===== config.mk =====
export PLATFORM = sky130hd
export DESIGN_NAME = instr_encoder
export DESIGN_NICKNAME = d
export VERILOG_FILES = /design/src/rtl/mips_enc_pkg.sv /design/src/rtl/instr_encoder_pack.sv /design/src/rtl/instr_encoder.sv
export SDC_FILE = /design/constraint.sdc
export NUM_CORES = 1
export LEC_CHECK = 0
export BUFFER_PORTS_ARGS = -buffer_cell sky130_fd_sc_hd__clkbuf_2
export CORE_ASPECT_RATIO = 0.75
export CORE_MARGIN = 1
export CORE_UTILIZATION = 44
export CTS_BUF_LIST = sky130_fd_sc_hd__clkbuf_16
export CTS_CLUSTER_DIAMETER = 80
export CTS_CLUSTER_SIZE = 12
export DETAILED_ROUTE_END_ITERATION = 6
export GPL_ROUTABILITY_DRIVEN = 0
export PLACE_DENSITY = 0.81
export SYNTH_ARGS = -nofsm -noshare
export SYNTH_HDL_FRONTEND = slang
export SYNTH_SLANG_ARGS = --single-unit

===== constraint.sdc =====
create_clock -name clk -period 1.9 [get_ports clk]
set_input_delay 0.095 -clock clk [delete_from_list [all_inputs] [get_ports clk]]
set_output_delay 0.095 -clock clk [all_outputs]
set_load 0.05 [all_outputs]

===== src/rtl/mips_enc_pkg.sv =====
// Shared MIPS encoding constants: format codes, field bit positions and encoder states.
// The decode stage imports the same field positions.
package mips_enc_pkg;

    localparam logic [1:0] FMT_R   = 2'b00;
    localparam logic [1:0] FMT_I   = 2'b01;
    localparam logic [1:0] FMT_J   = 2'b10;
    localparam logic [1:0] FMT_RAW = 2'b11;

    localparam int unsigned OP_HI = 31;
    localparam int unsigned RS_HI = 25;
    localparam int unsigned RT_HI = 20;
    localparam int unsigned RD_HI = 15;
    localparam int unsigned SH_HI = 10;
    localparam int unsigned FN_HI = 5;

    typedef enum logic [1:0] {
        IDLE = 2'd0,
        LOAD = 2'd1,
        FULL = 2'd2
    } enc_state_e;

endpackage


===== src/rtl/instr_encoder_pack.sv =====
// instr_pack: purely combinational packing of a MIPS field bundle into a 32-bit word.
module instr_pack
    import mips_enc_pkg::*;
(
    input  logic [1:0]  fmt_i,
    input  logic [5:0]  opcode_i,
    input  logic [4:0]  rs_i,
    input  logic [4:0]  rt_i,
    input  logic [4:0]  rd_i,
    input  logic [4:0]  shift_i,
    input  logic [5:0]  func_i,
    input  logic [15:0] imm16_i,
    input  logic [25:0] instr_index_i,
    input  logic [31:0] raw_i,
    output logic [31:0] word_o
);

    always_comb begin
        word_o = '0;
        case (fmt_i)
            FMT_R: begin
                word_o[OP_HI -: 6] = opcode_i;
                word_o[RS_HI -: 5] = rs_i;
                word_o[RT_HI -: 5] = rt_i;
                word_o[RD_HI -: 5] = rd_i;
                word_o[SH_HI -: 5] = shift_i;
                word_o[FN_HI -: 6] = func_i;
            end
            FMT_I: begin
                word_o[OP_HI -: 6] = opcode_i;
                word_o[RS_HI -: 5] = rs_i;
                word_o[RT_HI -: 5] = rt_i;
                word_o[RD_HI:0]    = imm16_i;
            end
            FMT_J: begin
                word_o[OP_HI -: 6] = opcode_i;
                word_o[RS_HI:0]    = instr_index_i;
            end
            default: word_o = raw_i;
        endcase
    end

endmodule


===== src/rtl/instr_encoder.sv =====
// instr_encoder: packs field bundles into instruction words and streams them with
// sequential byte addresses to the instruction-memory write port during a load session.
module instr_encoder
    import mips_enc_pkg::*;
#(
    parameter logic [31:0] BASE_ADDR = 32'h0000_3000,
    parameter int unsigned DEPTH     = 1024,
    parameter int unsigned CNT_W     = 11
) (
    input  logic             clk,
    input  logic             reset,
    input  logic             start,
    input  logic             stop,
    input  logic             in_valid,
    output logic             in_ready,
    input  logic [1:0]       in_fmt,
    input  logic [5:0]       in_opcode,
    input  logic [4:0]       in_rs,
    input  logic [4:0]       in_rt,
    input  logic [4:0]       in_rd,
    input  logic [4:0]       in_shift,
    input  logic [5:0]       in_func,
    input  logic [15:0]      in_imm16,
    input  logic [25:0]      in_instr_index,
    input  logic [31:0]      in_raw,
    output logic             out_valid,
    input  logic             out_ready,
    output logic [31:0]      out_addr,
    output logic [31:0]      out_data,
    output logic [CNT_W-1:0] count,
    output logic             busy,
    output logic             full
);

    enc_state_e       state_q, state_d;
    logic [CNT_W-1:0] count_q, count_d;
    logic             out_valid_q, out_valid_d;
    logic [31:0]      out_data_q, out_data_d;
    logic [31:0]      out_addr_q, out_addr_d;
    logic [31:0]      packed_word;
    logic             accept;

    instr_pack u_pack (
        .fmt_i         (in_fmt),
        .opcode_i      (in_opcode),
        .rs_i          (in_rs),
        .rt_i          (in_rt),
        .rd_i          (in_rd),
        .shift_i       (in_shift),
        .func_i        (in_func),
        .imm16_i       (in_imm16),
        .instr_index_i (in_instr_index),
        .raw_i         (in_raw),
        .word_o        (packed_word)
    );

    always_ff @(posedge clk or negedge reset) begin
        if (!reset) begin
            state_q     <= IDLE;
            count_q     <= '0;
            out_valid_q <= 1'b0;
            out_data_q  <= '0;
            out_addr_q  <= '0;
        end else begin
            state_q     <= state_d;
            count_q     <= count_d;
            out_valid_q <= out_valid_d;
            out_data_q  <= out_data_d;
            out_addr_q  <= out_addr_d;
        end
    end

    always_comb begin
        state_d     = state_q;
        count_d     = count_q;
        out_valid_d = out_valid_q;
        out_data_d  = out_data_q;
        out_addr_d  = out_addr_q;
        // stop wins over a simultaneous bundle; in_ready is already 0 outside LOAD
        accept      = in_valid && in_ready && !stop;

        if (accept) begin
            out_valid_d = 1'b1;
            out_data_d  = packed_word;
            out_addr_d  = BASE_ADDR + (32'(count_q) << 2);
            count_d     = count_q + 1'b1;
        end else if (out_ready) begin
            out_valid_d = 1'b0;
        end

        case (state_q)
            IDLE: begin
                if (start && !out_valid_q) begin
                    state_d = LOAD;
                    count_d = '0;
                end
            end
            LOAD: begin
                if (stop) begin
                    state_d = IDLE;
                end else if (accept && (count_d == CNT_W'(DEPTH))) begin
                    state_d = FULL;
                end
            end
            FULL: begin
                if (stop) begin
                    state_d = IDLE;
                end else if (start && !out_valid_q) begin
                    state_d = LOAD;
                    count_d = '0;
                end
            end
            default: state_d = IDLE;
        endcase
    end

    always_comb begin
        in_ready  = (state_q == LOAD) && (!out_valid_q || out_ready);
        busy      = (state_q != IDLE) || out_valid_q;
        full      = (state_q == FULL);
        out_valid = out_valid_q;
        out_data  = out_data_q;
        out_addr  = out_addr_q;
        count     = count_q;
    end

endmodule


==> results.env <==
CRIT_PATH_END_KIND='flip-flop'
TRITONCTS='done'
TIMING_HOLD_VIOLATIONS_FINAL=0
CLOCK_LATENCY_AT_THE_LATER_PIN_OF_THE_WORST_SKEW_PAIR_PS=320
DIE_WIDTH_UM=101.6
DESIGN.FINAL.NETS=634
CRITICAL_PATH.CELL_CHAIN='nor3b_2, nand3_2, nor4b_1, o211a_1, o2bb2ai_1'
TNS_PS=0
SYNTH_REGISTER_BITS=58
TIMING.CRITICAL_PATH.MAX_DELAY_FAMILY='simple AND/OR/NAND/NOR gates'
ANTENNA_NETS_POST_ROUTE=0
SYNTH_MOST_COMMON_CELL='nand2_1'
GRT_FIRST_PASS_WIRELENGTH_UM=14470
DETAILED_PLACEMENT_WIRELENGTH_ESTIMATE_UM=6741
SYNTHESIS.INSTANCES=343
CLOCK_PATH_BUFFERS=2
VIA_COUNT_OF_THE_FIRST_GLOBAL_ROUTING_PASS=3098
LAYOUT-AREA-OVERHEAD-VS-SYNTH_PCT=36.86
DRT_WL_TOTAL_UM=8666
MAX_CAP_VIOL_COUNT=0
WORST_PATH_MAX_DELAY_CELL='dfrtp_1'
NUMCTSBUFFERS=9
SYNTH.DISTINCT_CELLS=40
MIN_PATH_TYPE='primary input to flip-flop'
ANTENNA_FOUND_INITIAL=0
ROUTED_VIA_DENSITY=4.932
CLOCK_TRANSITION_TIME_AT_THE_FLIP_FLOP_CLOCK_PINS_OF_THE_WORST_SETUP_AND_HOLD_PATHS_PS=50
POST_DRT_WL_PER_CELL_UM=13.93
P_TOTAL_mW=5.727
PLACEMENT_ROWS=26
SYNTH_COMPOUND_AREA_SHARE_PCT=7.410
SYNTH_AREA_SQ_UM=3276
MAX_CLOCK_FREQ_MHz=586.9
FRACTION_OF_FINAL_LAYOUT_CELLS_WITH_DRIVE_STRENGTH_GREATER_THAN_1_PCT=43.13
SYNTH_XOR_AREA_SHARE_PCT=2.674
DRC_ERRORS=0
DRT-PASS1-ITER-COUNT=4
DIE_AREA_SQ_UM=7798
GR-TOTAL-OVERFLOW=0
DRT_ITER0_DRC=100
SYNTH_TOP_CELLS_BY_AREA='dfrtp_1 (44%), nand2_1 (14%), mux4_2 (11%)'
PRE_CTS_SLACK_PS=97.03
YOSYS-MUX-AREA-FRACTION_PCT=16.20
ROOT_BUFFER_CELL='clkbuf_16'
BUFFER_PORTS.INSERTED=173
POST-ROUTE-PERIOD-UTIL_PCT=89.68
CLOCK-SINKS=58
POWER_PER_CELL_AREA_nW_PER_UM2=1278
RSZ_0062_RAISED_AFTER_GLOBAL_ROUTING='no'
DIE_Y_UM=76.73
YS_ASYNC_SR_FRACTION_PCT=100.0
SYNTH_TOP_FAMILY_BY_AREA='simple AND/OR/NAND/NOR gates'
WORST-ENDPOINT-REQUIRED_PS=2140
TIMING.CRITICAL_PATH.FANOUT_MAX=6
SYNTH-SIMPLE-AREA-SHARE_PCT=20.70
HOLD_WORST_SLACK_PS=31.60
SYNTH-ADDER-AREA-SHARE_PCT=0.3820
SYNTHESIS.YOSYS.WARNINGS=0
NUMBER_OF_LEVELS_IN_THE_CLOCK_H_TREE=3
SYNTH_FF_TYPE='dfrtp_1'
POST-ROUTE-UTIL_PCT=64.10
CRITPATHLAUNCHTYPE='flip-flop'
FLOORPLAN.INITIALDENSITY_PCT=46.83
REPORT.FINAL.SETUP_VIOL=0
CRITICAL_PATH.N_BUFFERS_INVERTERS=0
GRT_USAGE_PCT=24.00
CRITPATHARRIVALTIME_PS=1950
FINAL_PERIOD_MINUS_WORST_SETUP_SLACK_PS=1704
STATIC-LEAKAGE-POWER_nW=2.494
CRITICAL_PATH_CLASS='flip-flop to flip-flop'
SYNTH_ENABLE_FLOP_CELLS=0
FIN_WS_PS=196.0
GRT_MAX_DEGREE=44
CLOCK_SKEW_PS=8.195
YOSYSTOPAREACELL='dfrtp_1'
CORE-AREA_SQ_UM=6994
VDD_IR_DROP_MAX_mV=0.8245
ANTENNADIODECOUNT=0
YOSYSTOPAREACELLSHARE_PCT=44.31
CP_SLOWEST_STAGE_DELAY_PS=430
SYNTH.AVG_CELL_AREA_SQ_UM=9.550
NETLIST_TOP_CELLS_COUNT='nand2_1 (118), dfrtp_1 (58), o21ai_0 (29)'
OUTCOME='completed'
SEQUENTIAL_TO_TOTAL_AREA_SHARE_FROM_YOSYS_STAT_PCT=44.31
NUM_VIAS=3068
R2R_SETUP_SLACK_PS=200
POST-CTS-SETUP-BUFFER-COUNT=0
COUNT_OF_FINAL_MAX_SLEW_CHECK_FAILURES=0
FLOORPLAN.IO_PINS=193
==> registers in the layout, summed over array words and instances (netlist names) <==
signal	flops
out_addr	12
count	11
out_data	32
state_q	2
out_valid	1
==> final timing paths <==
kind	from	endpoint	cells after the start
setup / recovery	state_q[1]$_DFFE_PN0P_	state_q[1]$_DFFE_PN0P_	5
hold / removal	stop	state_q[1]$_DFFE_PN0P_	2
setup reg to reg	state_q[1]$_DFFE_PN0P_	state_q[1]$_DFFE_PN0P_	5
hold reg to reg	out_addr[4]$_DFFE_PN0N_	out_addr[4]$_DFFE_PN0N_	2
max in group asynchronous	reset	out_data[18]$_DFFE_PN0N_	3
min in group asynchronous	reset	out_data[14]$_DFFE_PN0N_	3
==> worst register-to-register path, cell delays in order, from the launching register on <==
cell	delay, ps
dfrtp_1	430
nor3b_2	300
nand3_2	220
nor4b_1	360
o211a_1	220
o2bb2ai_1	110
==> where the power goes <==
part,switching (mW),internal (mW)
logic,1.87,0.563
clock network,0.532,0.995
registers,0.197,1.57
==> cell type report <==
type                       count  area (sq um)
timing repair buffer         187         973.4
fill                         601          2511
sequential                    58          1454
clock inverter                 7         61.31
inverter                       1         3.754
multi-input combinational    262          1643
tap                           98         122.6
clock buffer                   9         225.2
==> layer usage <==
| metal | track usage [%] | part of all wire (%) | vias to the layer above | routed length (um) |
|---|---|---|---|---|
| met5 | 0 | 0 | - | 0 |
| met4 | 10.14 | 1.9 | 0 | 168 |
| met3 | 6.837 | 6.1 | 17 | 530 |
| met2 | 40.00 | 52 | 121 | 4499 |
| met1 | 28.85 | 40 | 1452 | 3467 |
| li1 | - | - | 1478 | - |
==> through the flow <==
stage,instances,instance area (sq um)
4_1_cts,622,4469
2_1_floorplan,361,3346
3_3_place_gp,605,4173
3_5_place_dp,605,4173
5_1_grt,622,4483
6_report,622,4483
==> cell families after synthesis <==
logic type	Yosys count
muxes	33
AOI/OAI and AO/OA	42
xor gates and xnor gates	10
DFF	58
and+or+nand+nor	157
other	1
adders and majority gates	1
buffers and inverters	41
==> timing repair <==
item | in CTS | in global routing
hold buffers | 1 | 0
endpoints found under the hold margin | 58 | 0
resized for setup | 0 | 3
setup endpoints to repair | 0 | 3
==> cells in the final DEF (no fill, tap or decap), drive strengths merged, types with 2 or more instances in the layout <==
cell type  count
clkbuf       182
nand2        118
dfrtp         58
o21ai         29
conb          19
mux2i         17
mux4          16
nor2          15
buf           13
xor2           7
a21oi          5
nand3          5
nand4          4
nand2b         3
xnor2          3
clkinv         3
inv            2
or3            2
clkinvlp       2
nor3b          2
Power figures use the tool's default switching activity.
